## src/rtl/scan_sequencer.sv

```systemverilog
// Channel sweep sequencer driving a 4-to-16 decoder: each channel is held for
// dwell+1 cycles, followed by a one-cycle blank so adjacent channels never overlap.
module scan_sequencer #(
  parameter int unsigned DWELL_W = 8
) (
  input  logic               clk,
  input  logic               rst_n,
  input  logic               start,
  input  logic               stop,
  input  logic               mode,
  input  logic [3:0]         last,
  input  logic [DWELL_W-1:0] dwell,
  output logic               E,
  output logic               A,
  output logic               B,
  output logic               C,
  output logic               D,
  output logic               busy,
  output logic               done,
  output logic               wrap
);

  typedef enum logic [1:0] {S_IDLE, S_ACTIVE, S_BLANK} state_t;

  state_t             r_state;
  logic               r_mode;
  logic [3:0]         r_last;
  logic [DWELL_W-1:0] r_dwell;
  logic [DWELL_W-1:0] r_cnt;
  logic [3:0]         r_code;
  logic               r_e;
  logic               r_busy;
  logic               r_done;
  logic               r_wrap;

  assign E          = r_e;
  assign {A,B,C,D}  = r_code;
  assign busy       = r_busy;
  assign done       = r_done;
  assign wrap       = r_wrap;

  always_ff @(posedge clk or negedge rst_n) begin
    if (!rst_n) begin
      r_state <= S_IDLE;
      r_mode  <= 1'b0;
      r_last  <= '0;
      r_dwell <= '0;
      r_cnt   <= '0;
      r_code  <= '0;
      r_e     <= 1'b0;
      r_busy  <= 1'b0;
      r_done  <= 1'b0;
      r_wrap  <= 1'b0;
    end else begin
      r_done <= 1'b0;
      r_wrap <= 1'b0;
      case (r_state)
        S_IDLE: begin
          if (start && !stop) begin
            r_mode  <= mode;
            r_last  <= last;
            r_dwell <= dwell;
            r_cnt   <= '0;
            r_code  <= '0;
            r_e     <= 1'b1;
            r_busy  <= 1'b1;
            r_state <= S_ACTIVE;
          end
        end
        S_ACTIVE: begin
          if (stop) begin
            r_state <= S_IDLE;
            r_e     <= 1'b0;
            r_code  <= '0;
            r_busy  <= 1'b0;
            r_cnt   <= '0;
          end else if (r_cnt == r_dwell) begin
            r_state <= S_BLANK;
            r_e     <= 1'b0;
            r_cnt   <= '0;
          end else begin
            r_cnt <= r_cnt + 1'b1;
          end
        end
        S_BLANK: begin
          // stop outranks the terminal-channel decision, so an abort never yields done/wrap
          if (stop) begin
            r_state <= S_IDLE;
            r_code  <= '0;
            r_busy  <= 1'b0;
          end else if (r_code != r_last) begin
            r_code  <= r_code + 4'd1;
            r_e     <= 1'b1;
            r_state <= S_ACTIVE;
          end else if (!r_mode) begin
            r_code  <= '0;
            r_busy  <= 1'b0;
            r_done  <= 1'b1;
            r_state <= S_IDLE;
          end else begin
            r_code  <= '0;
            r_e     <= 1'b1;
            r_wrap  <= 1'b1;
            r_state <= S_ACTIVE;
          end
        end
        default: begin
          r_state <= S_IDLE;
          r_e     <= 1'b0;
          r_code  <= '0;
          r_busy  <= 1'b0;
        end
      endcase
    end
  end

endmodule

```

## config.mk

```make
export PLATFORM = sky130hd
export DESIGN_NAME = scan_sequencer
export DESIGN_NICKNAME = d
export VERILOG_FILES = /design/src/rtl/scan_sequencer.sv
export SDC_FILE = /design/constraint.sdc
export NUM_CORES = 1
export LEC_CHECK = 0
export BUFFER_PORTS_ARGS = -buffer_cell sky130_fd_sc_hd__buf_2
export CAP_MARGIN = 25
export CORE_MARGIN = 2
export CORE_UTILIZATION = 48
export DETAILED_ROUTE_END_ITERATION = 8
export GPL_TIMING_DRIVEN = 0
export PLACE_DENSITY = 0.7
export SETUP_SLACK_MARGIN = 0.02
export SYNTH_ARGS = -nofsm -noshare
export SYNTH_HDL_FRONTEND = slang
export SYNTH_SLANG_ARGS = --single-unit
```

## constraint.sdc

```tcl
create_clock -name clk -period 2.5 [get_ports clk]
set_input_delay 0.5 -clock clk [delete_from_list [all_inputs] [get_ports clk]]
set_output_delay 0.5 -clock clk [all_outputs]
set_load 0.02 [all_outputs]
```

Word-level counts from Yosys, hierarchy flattened
Index checks and enable logic that the tools add are counted.
{ "word_totals": {"regBits": 31, "input_bits": 17, "output_inout_bits": 8, "elab_cells": 69} }
{ "classes": {"addsub": 2, "eq_ne": 11, "mux": 36, "n_reduce_logical": 10} }
{ "op_table": {"columns": ["op", "count"], "rows": [
  ["8-bit two-way mux", 3],
  ["1-bit two-way mux", 21],
  ["4-bit two-way mux", 4],
  ["8-bit one-hot mux with 2 select lines", 1],
  ["3-bit != test, second input constant", 4],
  ["4-bit one-hot mux with 3 select lines", 1],
  ["8-bit by 1-bit adder with 8-bit output, second input constant", 1],
  ["8-bit equality test", 1],
  ["2-bit AND reduction", 4],
  ["4-bit AND reduction", 2],
  ["2-bit two-way mux", 3],
  ["2-bit != test, second input constant", 3],
  ["1-bit one-hot mux with 3 select lines", 2],
  ["2-bit one-hot mux with 3 select lines", 1],
  ["4-bit by 1-bit adder with 4-bit output, second input constant", 1],
  ["4-bit != test", 1],
  ["2-bit by 1-bit equality test with 1-bit output, second input constant", 1],
  ["2-bit equality test, second input constant", 1],
  ["2-bit zero test", 1],
  ["2-bit nonzero test", 1],
  ["1-bit logical AND", 1],
  ["1-bit zero test", 1]
]} }

Logic depth before layout (Yosys ltp)
{ "depth": {"depth_word": 4, "mapped_depth": 6, "mapped_depth_nobuf": 5} }

Least setup slack after synthesis
No wires, ideal clock.
{ "synth_path": {"path_type": "input port to flip-flop", "start": "input start", "end": "register r_dwell[5]", "setup_time_ps": 125, "arrival_ps": 1567, "required_time_ps": 2375, "path_slack_ps": 808, "stages": 4, "path_buffers": 1, "cell_sequence": "nor2b_1 -> nor3b_2 -> buf_4 -> mux2_2"} }
{ "synth_via": {"elab_chain_len": 2} }
{ "synth_lines": {"columns": ["element", "line_no", "source"], "rows": [
  ["from (decl)", "8", "input logic start,"],
  ["1-bit logical AND", "59", "if (start && !stop) begin"],
  ["2-bit AND reduction (no source line)", null, null],
  ["to (signal assigned)", "62", "r_dwell <= dwell;"],
  ["to (decl)", "28", "logic [DWELL_W-1:0] r_dwell;"]
]} }
Every way passes these cells.
A chain may end at the register's enable or synchronous reset.

Final worst setup path
{ "layout_path": {"start": "register r_state[1]", "end": "register r_last[0]"} }
{ "layout_via": {"elab_chain_len": 2} }
{ "layout_lines": {"columns": ["element", "line_no", "source"], "rows": [
  ["from (decl)", "25", "state_t r_state;"],
  ["from (signal assigned)", "44", "r_state <= S_IDLE;"],
  ["from (signal assigned)", "67", "r_state <= S_ACTIVE;"],
  ["from (signal assigned)", "72", "r_state <= S_IDLE;"],
  ["2-bit zero test", "57", "case (r_state)"],
  ["2-bit AND reduction (no source line)", null, null],
  ["to (signal assigned)", "61", "r_last <= last;"],
  ["to (decl)", "27", "logic [3:0] r_last;"]
]} }
Every way passes these cells.

==> run metrics <==
ratio of cells with drive above 1 in the final layout=a little under a third; worst relative slew slack=between 50% and 60%; initial antenna violation count=0; number of design rule violations left after detail routing=0; nets in the synthesized netlist=155; time the final worst path needs with I/O delays and setup=1.836 ns; TritonCTS clock tree=done; type of the worst min-delay path=input pin to async pin; area inside the core boundary=0.003053 mm^2; Max VDD drop=0.3790 mV; sequential share of the synthesized area=50.45%; library cell occupying the most area in the post-synthesis netlist=dfrtp_1; CTS HTree Levels=2; vias in the first global route=approximately 1100; net load switching power=0.0003479 W; number of synthesized flops with an enable pin=0; area of all placed cells without fillers=0.001782 mm^2; Num Clock Sinks=31; RSZ-0062 raised after global routing=no; total via count after detailed routing=1123; post-synthesis xor/xnor area fraction=6.835%; part of the power in registers=51.6%; layout filler cell count=around 290; number of hold buffers added after cts=0; # Max-Cap Violations=0; Placed Area=0.001713 mm^2; switching power share of the total=between 20% and 30%; hpwl dp=~2000 um; maximum frequency from static timing analysis=~0.54 GHz; layout overhead on the synthesized area=15.87%; violation count after the first detailed-routing iteration=between 40 and 50; number of routed nets with antenna violations=0; synth cell count leaders=dfrtp_1, mux2_2, nand2_1, o21ai_0, xor2_1; average footprint of a synthesized cell=between 10 and 15 um^2; CTS-repair resized insts=0; global-route wire length before repair=4767 um; layout net count=~190; number of distinct standard cells referenced by the synthesized netlist=39; die height=60.60 um; cell family with the largest share of critical-path delay=simple AND/OR/NAND/NOR gates; clock insertion delay at the later pin of the skew report=between 0.3 and 0.4 ns; crit path kind=register to register; fraction of registers with async set/reset=100.0%; CTS clock-pin slew for the worst setup and hold paths=0.10 ns; area fraction in compound gates after synthesis=about an eighth; post-synthesis simple-gate area fraction=16.19%; cell with the largest stage delay on the worst path=nor3b_2; cell-internal power=roughly 0.00085 W; IO Pins=25; combinational family with the most area after synthesis=simple AND/OR/NAND/NOR gates; final count of negative-setup-slack endpoints=0; Synth Cell Area=between 0.0015 and 0.002 mm^2; largest net degree at the start of global routing=32; Buf+Inv Stages, Crit Path=2; leakage=0.8313 nW; Slew @ Worst Pin=about 0.66 ns; Mapped Cells=between 100 and 150; status=completed; initial core utilization=just over 50%; hold_ws=between 0.15 and 0.2 ns; Total Neg Setup Slack=0 ns; post-synthesis adder-cell area fraction=1.627%; routability congestion estimate=0.7984; number of vias per cell after detailed routing=roughly 5.3; chip width=around 61 um; most used flip-flop cell after synthesis=dfrtp_1; power after layout=0.001201 W; Clock power frac=~28%; total count of max-transition violations in the final report=0; detailed-route wire length per cell=around 13 um; die area=approximately 0.0037 mm^2; all-layer global routing usage=between 10% and 20%; ratio of final minimum period to clock period=between 70% and 80%; largest stage delay on the critical path=0.54 ns; quantity of I/O buffers inserted on ports=24; fraction of post-synthesis cell area in the top cell type by area=about half; most repeated cell in the gate-level netlist after synthesis=dfrtp_1; element type at the critical path end=register; area of combinational cells with multiple inputs=between 700 and 800 um^2; buffer type at the clock tree root=clkbuf_4; fraction of power consumed by combinational cells=between 20% and 30%; TritonCTS Buffers=5; synth warn=0; mux contribution to synthesized area=under 10%; sequential cell area in the final layout=just under 800 um^2; ratio of total power to cell area=between 600 and 700 mW/mm^2; Final Routed Wirelength=2750 um; required time reported for the critical path endpoint=between 2 and 3 ns; Critical Path Start Type=register; share of the core filled with cells in the final layout=between 50% and 60%; worst setup skew after layout=just under 0.009 ns; CP cell instances=clkbuf_1, nor3b_2, buf_4, mux2_2; number of search-and-repair iterations in the first detailed-routing pass=4; post-CTS repair timing setup buffer count=0; biggest fanout along the worst timing path=10; Final Hold Viols=0; floorplan row count=20; antenna diode count=0; Remaining Overflow, GRT=0; number of buffers on the longest clock path=2; arrival time of data at the critical path endpoint=about 2 ns; synth top area cells=dfrtp_1, mux2_2, xor2_1, nor4_4, nand2_1; synthesis-stage register bit count=31
==> through the flow <==
step                setup WS (ns)  instances
global placement           0.5040        204
finish                     0.6637        212
floorplan                  0.8078        136
CTS                        0.6500        212
global route               0.5454        212
detailed placement         0.4059        204
==> power by group through the flow <==
| stage | combinational (W) | clock (W) | sequential (W) |
|---|---|---|---|
| after CTS | 0.000250 | 0.000344 | 0.000620 |
| after detailed placement | 0.000250 | 0 | 0.000630 |
| final | 0.000247 | 0.000335 | 0.000620 |
| after global routing | 0.000276 | 0.000368 | 0.000628 |
| after floorplan | 0.000184 | 0 | 0.000626 |
| after global placement | 0.000242 | 0 | 0.000627 |
==> cells in the final DEF (no fill, tap or decap), drive strengths merged, types with 2 or more instances in the layout <==
master	synthesis	layout
nand4	2	2
buf	3	27
nor3b	2	2
o21ai	8	8
a21oi	5	5
dfrtp	31	31
nor4	2	2
nor2	7	7
inv	3	3
clkbuf	1	9
nor2b	3	3
a21o	3	3
a22o	4	4
nand2	11	11
a211oi	3	3
nor3	3	3
xnor2	4	4
mux2	12	12
xor2	8	8
nand3	6	6
or2	3	3
ha	2	2
==> path summary, 6_finish.rpt <==
path | end | cells after the start | start | slack [ns]
hold reg to reg | done | 1 | r_mode | 0.47
setup reg to reg | r_last[0] | 4 | r_state[1] | 0.66
hold / removal | wrap | 1 | rst_n | 0.18
max in group asynchronous | r_cnt[6] | 1 | rst_n | 1.89
setup / recovery | r_last[0] | 4 | r_state[1] | 0.66
min in group clk | r_mode | 3 | mode | 0.37
==> kinds of logic (layout without fill, tap and decap cells) <==
| logic type | after synthesis | after routing |
|---|---|---|
| mux | 13 | 13 |
| buf+inv | 7 | 39 |
| xor+xnor | 12 | 12 |
| flops | 31 | 31 |
| compound gates | 29 | 29 |
| simple gates | 42 | 42 |
| fa+ha+maj | 2 | 2 |
==> layout make-up <==
type	count	share of cell area, %
sequential	31	43.54
tap	44	3.090
multi-input combinational	98	40.59
timing repair buffer	24	6.742
clock buffer	8	3.862
inverter	3	0.6320
buffer	4	1.545
==> sequential cells by signal, indices dropped and copies added (netlist names) <==
register	count
r_mode	1
done	1
r_code	4
wrap	1
E	1
r_last	4
r_dwell	8
busy	1
r_cnt	8
r_state	2
==> metal layers <==
layer / part of all wire [%] / GRT usage, % / vias to the layer above
met3: 5.5 / 7.676 / 5
met4: 1.7 / 6.522 / 0
met2: 45 / 27.34 / 29
li1: - / - / 548
met1: 47 / 23.44 / 541
met5: 0 / 0 / -
Power figures use the tool's default switching activity.
